File: config.mk
export PLATFORM = sky130hd
export DESIGN_NAME = muu_response_combine
export DESIGN_NICKNAME = d
export VERILOG_FILES = /design/src/rtl/muu_response_combine_pkg.sv /design/src/rtl/muu_rsp_lane_sel.sv /design/src/rtl/muu_response_combine.sv
export SDC_FILE = /design/constraint.sdc
export NUM_CORES = 1
export LEC_CHECK = 0
export ABC_AREA = 1
export CORE_AREA = 5 5 338 340
export DETAILED_ROUTE_END_ITERATION = 6
export DIE_AREA = 0 0 343 345
export PLACE_DENSITY = 0.49
export SKIP_LAST_GASP = 1
export SLEW_MARGIN = 20
export SYNTH_ARGS = -nofsm -noshare
export SYNTH_HDL_FRONTEND = slang
export SYNTH_SLANG_ARGS = --single-unit
export TNS_END_PERCENT = 10
File: constraint.sdc
create_clock -name clk -period 4.7 [get_ports clk]
set_input_delay 0.94 -clock clk [delete_from_list [all_inputs] [get_ports clk]]
set_output_delay 0.94 -clock clk [all_outputs]
set_load 0.1 [all_outputs]
File: src/rtl/muu_response_combine_pkg.sv
// Shared definitions for the response combiner: meta field offsets, FSM states, beat builders.
// Latency: n/a (types and pure functions only).
// Backpressure: n/a.
package muu_response_combine_pkg;

    // Bit offsets of the fields packed into the meta word
    localparam int META_VALLEN_LSB = 64;
    localparam int META_KEYLEN_LSB = 80;
    localparam int META_PEERID_LSB = 88;
    localparam int META_AUX32_LSB  = 96;
    localparam int META_AUX16_LSB  = 128;
    localparam int META_OPCODE_LSB = 144;

    typedef enum logic [2:0] {
        ST_IDLE,
        ST_HDR,
        ST_META2,
        ST_KEY,
        ST_VALUE,
        ST_DROP,
        ST_PAD
    } state_t;

    // Fields of the meta word that the frame builder needs after the handshake
    typedef struct packed {
        logic [63:0] net_meta;
        logic [15:0] vallen;
        logic [7:0]  keylen;
        logic [7:0]  peerid;
        logic [31:0] aux32;
        logic [15:0] aux16;
        logic [7:0]  opcode;
    } meta_t;

    // Index width for a lane counter; never below one bit
    function automatic int lane_bits(input int lanes);
        return (lanes > 1) ? $clog2(lanes) : 1;
    endfunction

    // Header beat: length field is keylen+vallen, 16-bit wrap ignored (keylen is 0 or 1)
    function automatic logic [127:0] hdr_beat(input meta_t m);
        logic [15:0] len;
        len = {8'h00, m.keylen} + m.vallen;
        return {m.net_meta, 16'h0000, len, m.opcode, m.peerid, 16'h0000};
    endfunction

    function automatic logic [127:0] meta2_beat(input meta_t m);
        return {80'h0, m.aux16, m.aux32};
    endfunction

endpackage

File: src/rtl/muu_rsp_lane_sel.sv
// Picks one 64-bit lane out of a value word; lane 0 is the least significant.
// Latency: combinational.
// Backpressure: none, pure mux.
module muu_rsp_lane_sel
    import muu_response_combine_pkg::*;
#(
    parameter int VALUE_WIDTH = 512,
    parameter int LANE_W      = lane_bits(VALUE_WIDTH / 64)
) (
    input  logic [VALUE_WIDTH-1:0] word,
    input  logic [LANE_W-1:0]      lane,
    output logic [63:0]            lane_data
);
    localparam int LANES = VALUE_WIDTH / 64;

    logic [63:0] lane_words [LANES];

    for (genvar i = 0; i < LANES; i++) begin : g_lane
        assign lane_words[i] = word[i*64 +: 64];
    end

    assign lane_data = lane_words[lane];

endmodule

File: src/rtl/muu_response_combine.sv
// Merges meta, optional key and value words into one 128-bit frame (hdr, meta2, key, value beats).
// Latency: first beat 2 cycles after meta handshake, then 1 beat/cycle.
// Backpressure: nothing consumed while output register stalled; MUU_RSP_LENGTH_FIXUP_EN pads short values.
module muu_response_combine
    import muu_response_combine_pkg::*;
#(
    parameter int NET_META_WIDTH = 64,
    parameter int VALUE_WIDTH    = 512,
    parameter int USER_BITS      = 3,
    parameter int OPS_META_WIDTH = 96
) (
    input  logic                                             clk,
    input  logic                                             rst_n,
    input  logic [NET_META_WIDTH+OPS_META_WIDTH+USER_BITS-1:0] meta_data,
    input  logic                                             meta_valid,
    output logic                                             meta_ready,
    input  logic [63:0]                                      key_data,
    input  logic                                             key_valid,
    output logic                                             key_ready,
    input  logic [VALUE_WIDTH-1:0]                           value_data,
    input  logic                                             value_valid,
    input  logic                                             value_last,
    output logic                                             value_ready,
    output logic [127:0]                                     m_axis_tdata,
    output logic [USER_BITS-1:0]                             m_axis_tuserid,
    output logic                                             m_axis_tvalid,
    output logic                                             m_axis_tlast,
    input  logic                                             m_axis_tready,
    output logic                                             err_short,
    output logic                                             err_long
);
    localparam int LANES   = VALUE_WIDTH / 64;
    localparam int LANE_W  = lane_bits(LANES);
    localparam int UID_LSB = NET_META_WIDTH + OPS_META_WIDTH;
    localparam logic [LANE_W-1:0] LAST_LANE = LANE_W'(LANES - 1);

    state_t               state;
    meta_t                meta_q;
    meta_t                meta_in;
    logic [USER_BITS-1:0] uid_q;
    logic [LANE_W-1:0]    lane;
    logic [15:0]          left;      // value beats still to send after the current one
    logic [63:0]          lane_data;
    logic                 out_free;
    logic [UID_LSB-META_OPCODE_LSB-9:0] unused_meta_bits;

    assign out_free = !m_axis_tvalid || m_axis_tready;

    assign meta_in = '{
        net_meta: meta_data[63:0],
        vallen:   meta_data[META_VALLEN_LSB +: 16],
        keylen:   meta_data[META_KEYLEN_LSB +: 8],
        peerid:   meta_data[META_PEERID_LSB +: 8],
        aux32:    meta_data[META_AUX32_LSB +: 32],
        aux16:    meta_data[META_AUX16_LSB +: 16],
        opcode:   meta_data[META_OPCODE_LSB +: 8]
    };
    assign unused_meta_bits = meta_data[UID_LSB-1 : META_OPCODE_LSB+8];

    // Readies depend on the live output-register state, so they cannot be registered;
    // gating with rst_n keeps every input untouched during the reset cycle.
    assign meta_ready  = rst_n && out_free && (state == ST_IDLE);
    assign key_ready   = rst_n && out_free && (state == ST_KEY);
    assign value_ready = rst_n && ((state == ST_DROP) ||
                         ((state == ST_VALUE) && out_free && ((lane == LAST_LANE) || (left == 16'd0))));

    muu_rsp_lane_sel #(
        .VALUE_WIDTH (VALUE_WIDTH),
        .LANE_W      (LANE_W)
    ) u_lane_sel (
        .word      (value_data),
        .lane      (lane),
        .lane_data (lane_data)
    );

    // Frame sequencer and output register; a new beat loads only when the register is free
    always_ff @(posedge clk) begin
        if (!rst_n) begin
            state          <= ST_IDLE;
            meta_q         <= '0;
            uid_q          <= '0;
            lane           <= '0;
            left           <= '0;
            m_axis_tdata   <= '0;
            m_axis_tuserid <= '0;
            m_axis_tvalid  <= 1'b0;
            m_axis_tlast   <= 1'b0;
            err_short      <= 1'b0;
            err_long       <= 1'b0;
        end else begin
            err_short <= 1'b0;
            err_long  <= 1'b0;
            if (out_free) begin
                m_axis_tvalid <= 1'b0;
                m_axis_tlast  <= 1'b0;
            end
            case (state)
                ST_IDLE: begin
                    if (meta_valid && meta_ready) begin
                        meta_q <= meta_in;
                        uid_q  <= meta_data[UID_LSB +: USER_BITS];
                        state  <= ST_HDR;
                    end
                end
                ST_HDR: begin
                    if (out_free) begin
                        m_axis_tdata   <= hdr_beat(meta_q);
                        m_axis_tuserid <= uid_q;
                        m_axis_tvalid  <= 1'b1;
                        state          <= ST_META2;
                    end
                end
                ST_META2: begin
                    if (out_free) begin
                        m_axis_tdata  <= meta2_beat(meta_q);
                        m_axis_tvalid <= 1'b1;
                        lane          <= '0;
                        left          <= meta_q.vallen - 16'd1;
                        if ((meta_q.keylen == 8'd0) && (meta_q.vallen == 16'd0)) begin
                            m_axis_tlast <= 1'b1;
                            state        <= ST_IDLE;
                        end else if (meta_q.keylen != 8'd0) begin
                            state <= ST_KEY;
                        end else begin
                            state <= ST_VALUE;
                        end
                    end
                end
                ST_KEY: begin
                    if (key_valid && key_ready) begin
                        m_axis_tdata  <= {64'h0, key_data};
                        m_axis_tvalid <= 1'b1;
                        if (meta_q.vallen == 16'd0) begin
                            m_axis_tlast <= 1'b1;
                            state        <= ST_IDLE;
                        end else begin
                            state <= ST_VALUE;
                        end
                    end
                end
                ST_VALUE: begin
                    if (value_valid && out_free) begin
                        m_axis_tdata  <= {64'h0, lane_data};
                        m_axis_tvalid <= 1'b1;
                        lane          <= (lane == LAST_LANE) ? '0 : lane + 1'b1;
                        if (left == 16'd0) begin
                            // Header length reached: frame ends here whatever the source says
                            m_axis_tlast <= 1'b1;
                            if (value_last) begin
                                state <= ST_IDLE;
                            end else begin
                                err_long <= 1'b1;
                                state    <= ST_DROP;
                            end
                        end else if ((lane == LAST_LANE) && value_last) begin
                            err_short <= 1'b1;
`ifdef MUU_RSP_LENGTH_FIXUP_EN
                            left  <= left - 16'd1;
                            state <= ST_PAD;
`else
                            m_axis_tlast <= 1'b1;
                            state        <= ST_IDLE;
`endif
                        end else begin
                            left <= left - 16'd1;
                        end
                    end
                end
                ST_DROP: begin
                    if (value_valid && value_last) begin
                        state <= ST_IDLE;
                    end
                end
                ST_PAD: begin
                    if (out_free) begin
                        m_axis_tdata  <= '0;
                        m_axis_tvalid <= 1'b1;
                        if (left == 16'd0) begin
                            m_axis_tlast <= 1'b1;
                            state        <= ST_IDLE;
                        end else begin
                            left <= left - 16'd1;
                        end
                    end
                end
                default: state <= ST_IDLE;
            endcase
        end
    end

endmodule

==> flow_summary.ini <==
[drt]
drt-initial-drc-count = 1655
ant_nets = 0
via_per_inst = 4.411
post_drt_wl_per_cell_microns = 24.55
routed_wl_mm = 128.5
vias = 23084
drc_errors = 0
first_pass_iters = 5

[cts]
cts_tree = done
post-cts-setup-buffer-count = 0
clk_latency_ns = 0.60
cts_resized = 0
clock_sinks = 312
ctsHoldBuffers = 0
cts-root-buf = clkbuf_16
htreeDepth = 2
cts_buffer_depth = 3
path_clk_slew_ns = 0.05
cts-buffers-inserted = 43

[floorplanning]
die_area_sq_um = 118300
core_sq_um = 111300
initial_core_util_pct = 16.26
die_w_microns = 343
io_pins = 884
die_h_microns = 345
rows = 123

[grt]
grt_pass1_vias = 22142
antenna_found_initial = 64
grt_max_degree = 131
grt_first_pass_wirelength_mm = 174.3
gr-usage-all-layers_pct = 20.52
overflow = 0

[timing]
finalSetupTns_ns = 0
fin_crit_ns = 3.740
fin_skew_ns = 0.02929
slew_headroom_pct = 21.79
final-hold-violation-count = 0
drv_slew = 0
rsz0062_at_grt = false
fmax_mhz = 267.4
finalCritPeriodShare_pct = 79.57
setup_viol = 0
tightestPinTransition_ns = 1.169

[flow_run]
drv_cap = 0

[pwr]
p_leak_nw = 11.29
peakVddDrop_v = 0.0003032
p_per_area_nw_per_um2 = 539.5
total_power_mw = 16.03

[cells_and_area]
nets = 4432
layout_common_cells = 869 x clkdlybuf4s50_1, 798 x nor2_1, 476 x nand2_1, 420 x o21ai_0, 309 x dfxtp_1
syn2layout_area_growth_pct = 64.31
layout-drive-gt1-share_pct = 4.099
final_common_cell = clkdlybuf4s50_1

[logic_synthesis]
yosys_register_bits = 312
yosysWarnings = 0
netlist_area_sq_um = 18090
syn-num-nets = 3689
seq_area_frac_synth_pct = 34.53
synth_area_per_cell_sq_um = 6.171
ys_types = 34
synthCells = 2931

[critical_path]
worstSetupStartpointType = flip-flop
crit_arrival_ns = 2.80
r2r_slack_ns = 1.59
path_class = reg2out
path_max_fanout = 22
end_kind = output pin
cp.required_ns = 3.76

[place]
numPortBuffers = 875
gp_congestion = 0.8997
post-dp-hpwl_mm = 100.1

[worst_hold_path]
min_path_type = reg2reg

[outcome]
status = finished, final reports clean
==> state kept, by name (all words and copies together), names as in the netlist <==
signal	cells
meta_q	152
m_axis_tdata	128
left	16
lane	3
m_axis_tuserid	3
state	3
uid_q	3
err_long	1
err_short	1
m_axis_tlast	1
m_axis_tvalid	1
==> cell type report <==
| class | instances | area (sq um) |
|---|---|---|
| flip-flops and latches | 312 | 6257 |
| clock buffers | 60 | 1261 |
| clock inverters | 19 | 220.2 |
| fillers | 12537 | 81550 |
| well taps | 1500 | 1877 |
| multi-input cells | 2262 | 10370 |
| inverters | 135 | 533.0 |
| repair buffers | 920 | 9135 |
| diodes | 25 | 62.56 |
==> metal layers <==
layer | routed length [microns] | GRT usage [%]
met2 | 62090 | 35.43
met3 | 10920 | 5.986
met4 | 4010 | 5.954
met5 | 128 | 0
met1 | 51310 | 24.64
==> where the power goes <==
part           internal, mW  switching (mW)  leakage [nW]  total (mW)
sequential             3.14           0.399          2.54        3.54
combinational          2.59            6.41          8.01        9.00
clock                  2.10            1.40         0.737        3.49
total                  7.83            8.20          11.3        16.0
==> stage by stage <==
stage	hold slack [ns]	utilization [%]	cells	instance area, sq um	setup WS, ns
after floorplan	0.4300	-	2931	18090	0.8870
after global placement	0.4510	25.32	5129	28170	1.114
after detailed placement	0.4543	25.32	5129	28170	1.096
after CTS	0.4633	26.65	5208	29660	0.8077
after global routing	0.4766	26.68	5218	29680	0.7636
final	0.4630	26.71	5233	29720	0.9601
==> logic make-up after synthesis <==
| family | after synthesis | synth area share, % |
|---|---|---|
| XOR/XNOR | 6 | 0.2905 |
| adder cells (fa/ha/maj) | 12 | 0.8716 |
| flip-flops | 312 | 34.53 |
| buffers and inverters | 357 | 8.308 |
| AND/OR/NAND/NOR | 1508 | 33.09 |
| AO/OA/AOI/OAI | 736 | 22.91 |
==> cells in the mapped netlist, drive strengths merged <==
cell | n | area [sq um]
o21ai | 422 | 2116
xnor2 | 1 | 8.760
a21oi | 128 | 640.6
nor4 | 1 | 6.260
a211oi | 3 | 22.52
o21bai | 1 | 7.510
inv | 135 | 506.7
nand2 | 478 | 1799
dfxtp | 312 | 6246
fa | 1 | 20.02
o211ai | 60 | 450.4
nor3 | 5 | 30.03
o22ai | 2 | 12.51
nand3 | 214 | 1081
xor2 | 5 | 43.79
ha | 11 | 137.6
a21boi | 5 | 37.54
nor2 | 805 | 3037
nand4 | 3 | 18.77
a22oi | 110 | 825.8
a31oi | 5 | 31.28
and2 | 2 | 12.51
clkbuf | 116 | 435.4
buf | 106 | 560.5
==> critical path: stages, from the launching register on <==
cell	delay, ns
dfxtp_1	0.82
nand2_1	0.23
clkinv_2	0.40
a31oi_1	0.27
nor2_1	0.25
buf_12	0.21
==> worst paths after layout <==
kind | startpoint | endpoint | depth (start not counted)
worst max register to register | state[2]$_SDFFE_PN0P_ | m_axis_tdata[42]$_SDFFE_PN0P_ | 7
worst min-delay path | m_axis_tdata[60]$_SDFFE_PN0P_ | m_axis_tdata[60]$_SDFFE_PN0P_ | 2
worst min register to register | m_axis_tdata[60]$_SDFFE_PN0P_ | m_axis_tdata[60]$_SDFFE_PN0P_ | 2
worst max-delay path | state[2]$_SDFFE_PN0P_ | value_ready | 5
(Power assumes the default switching activity.)
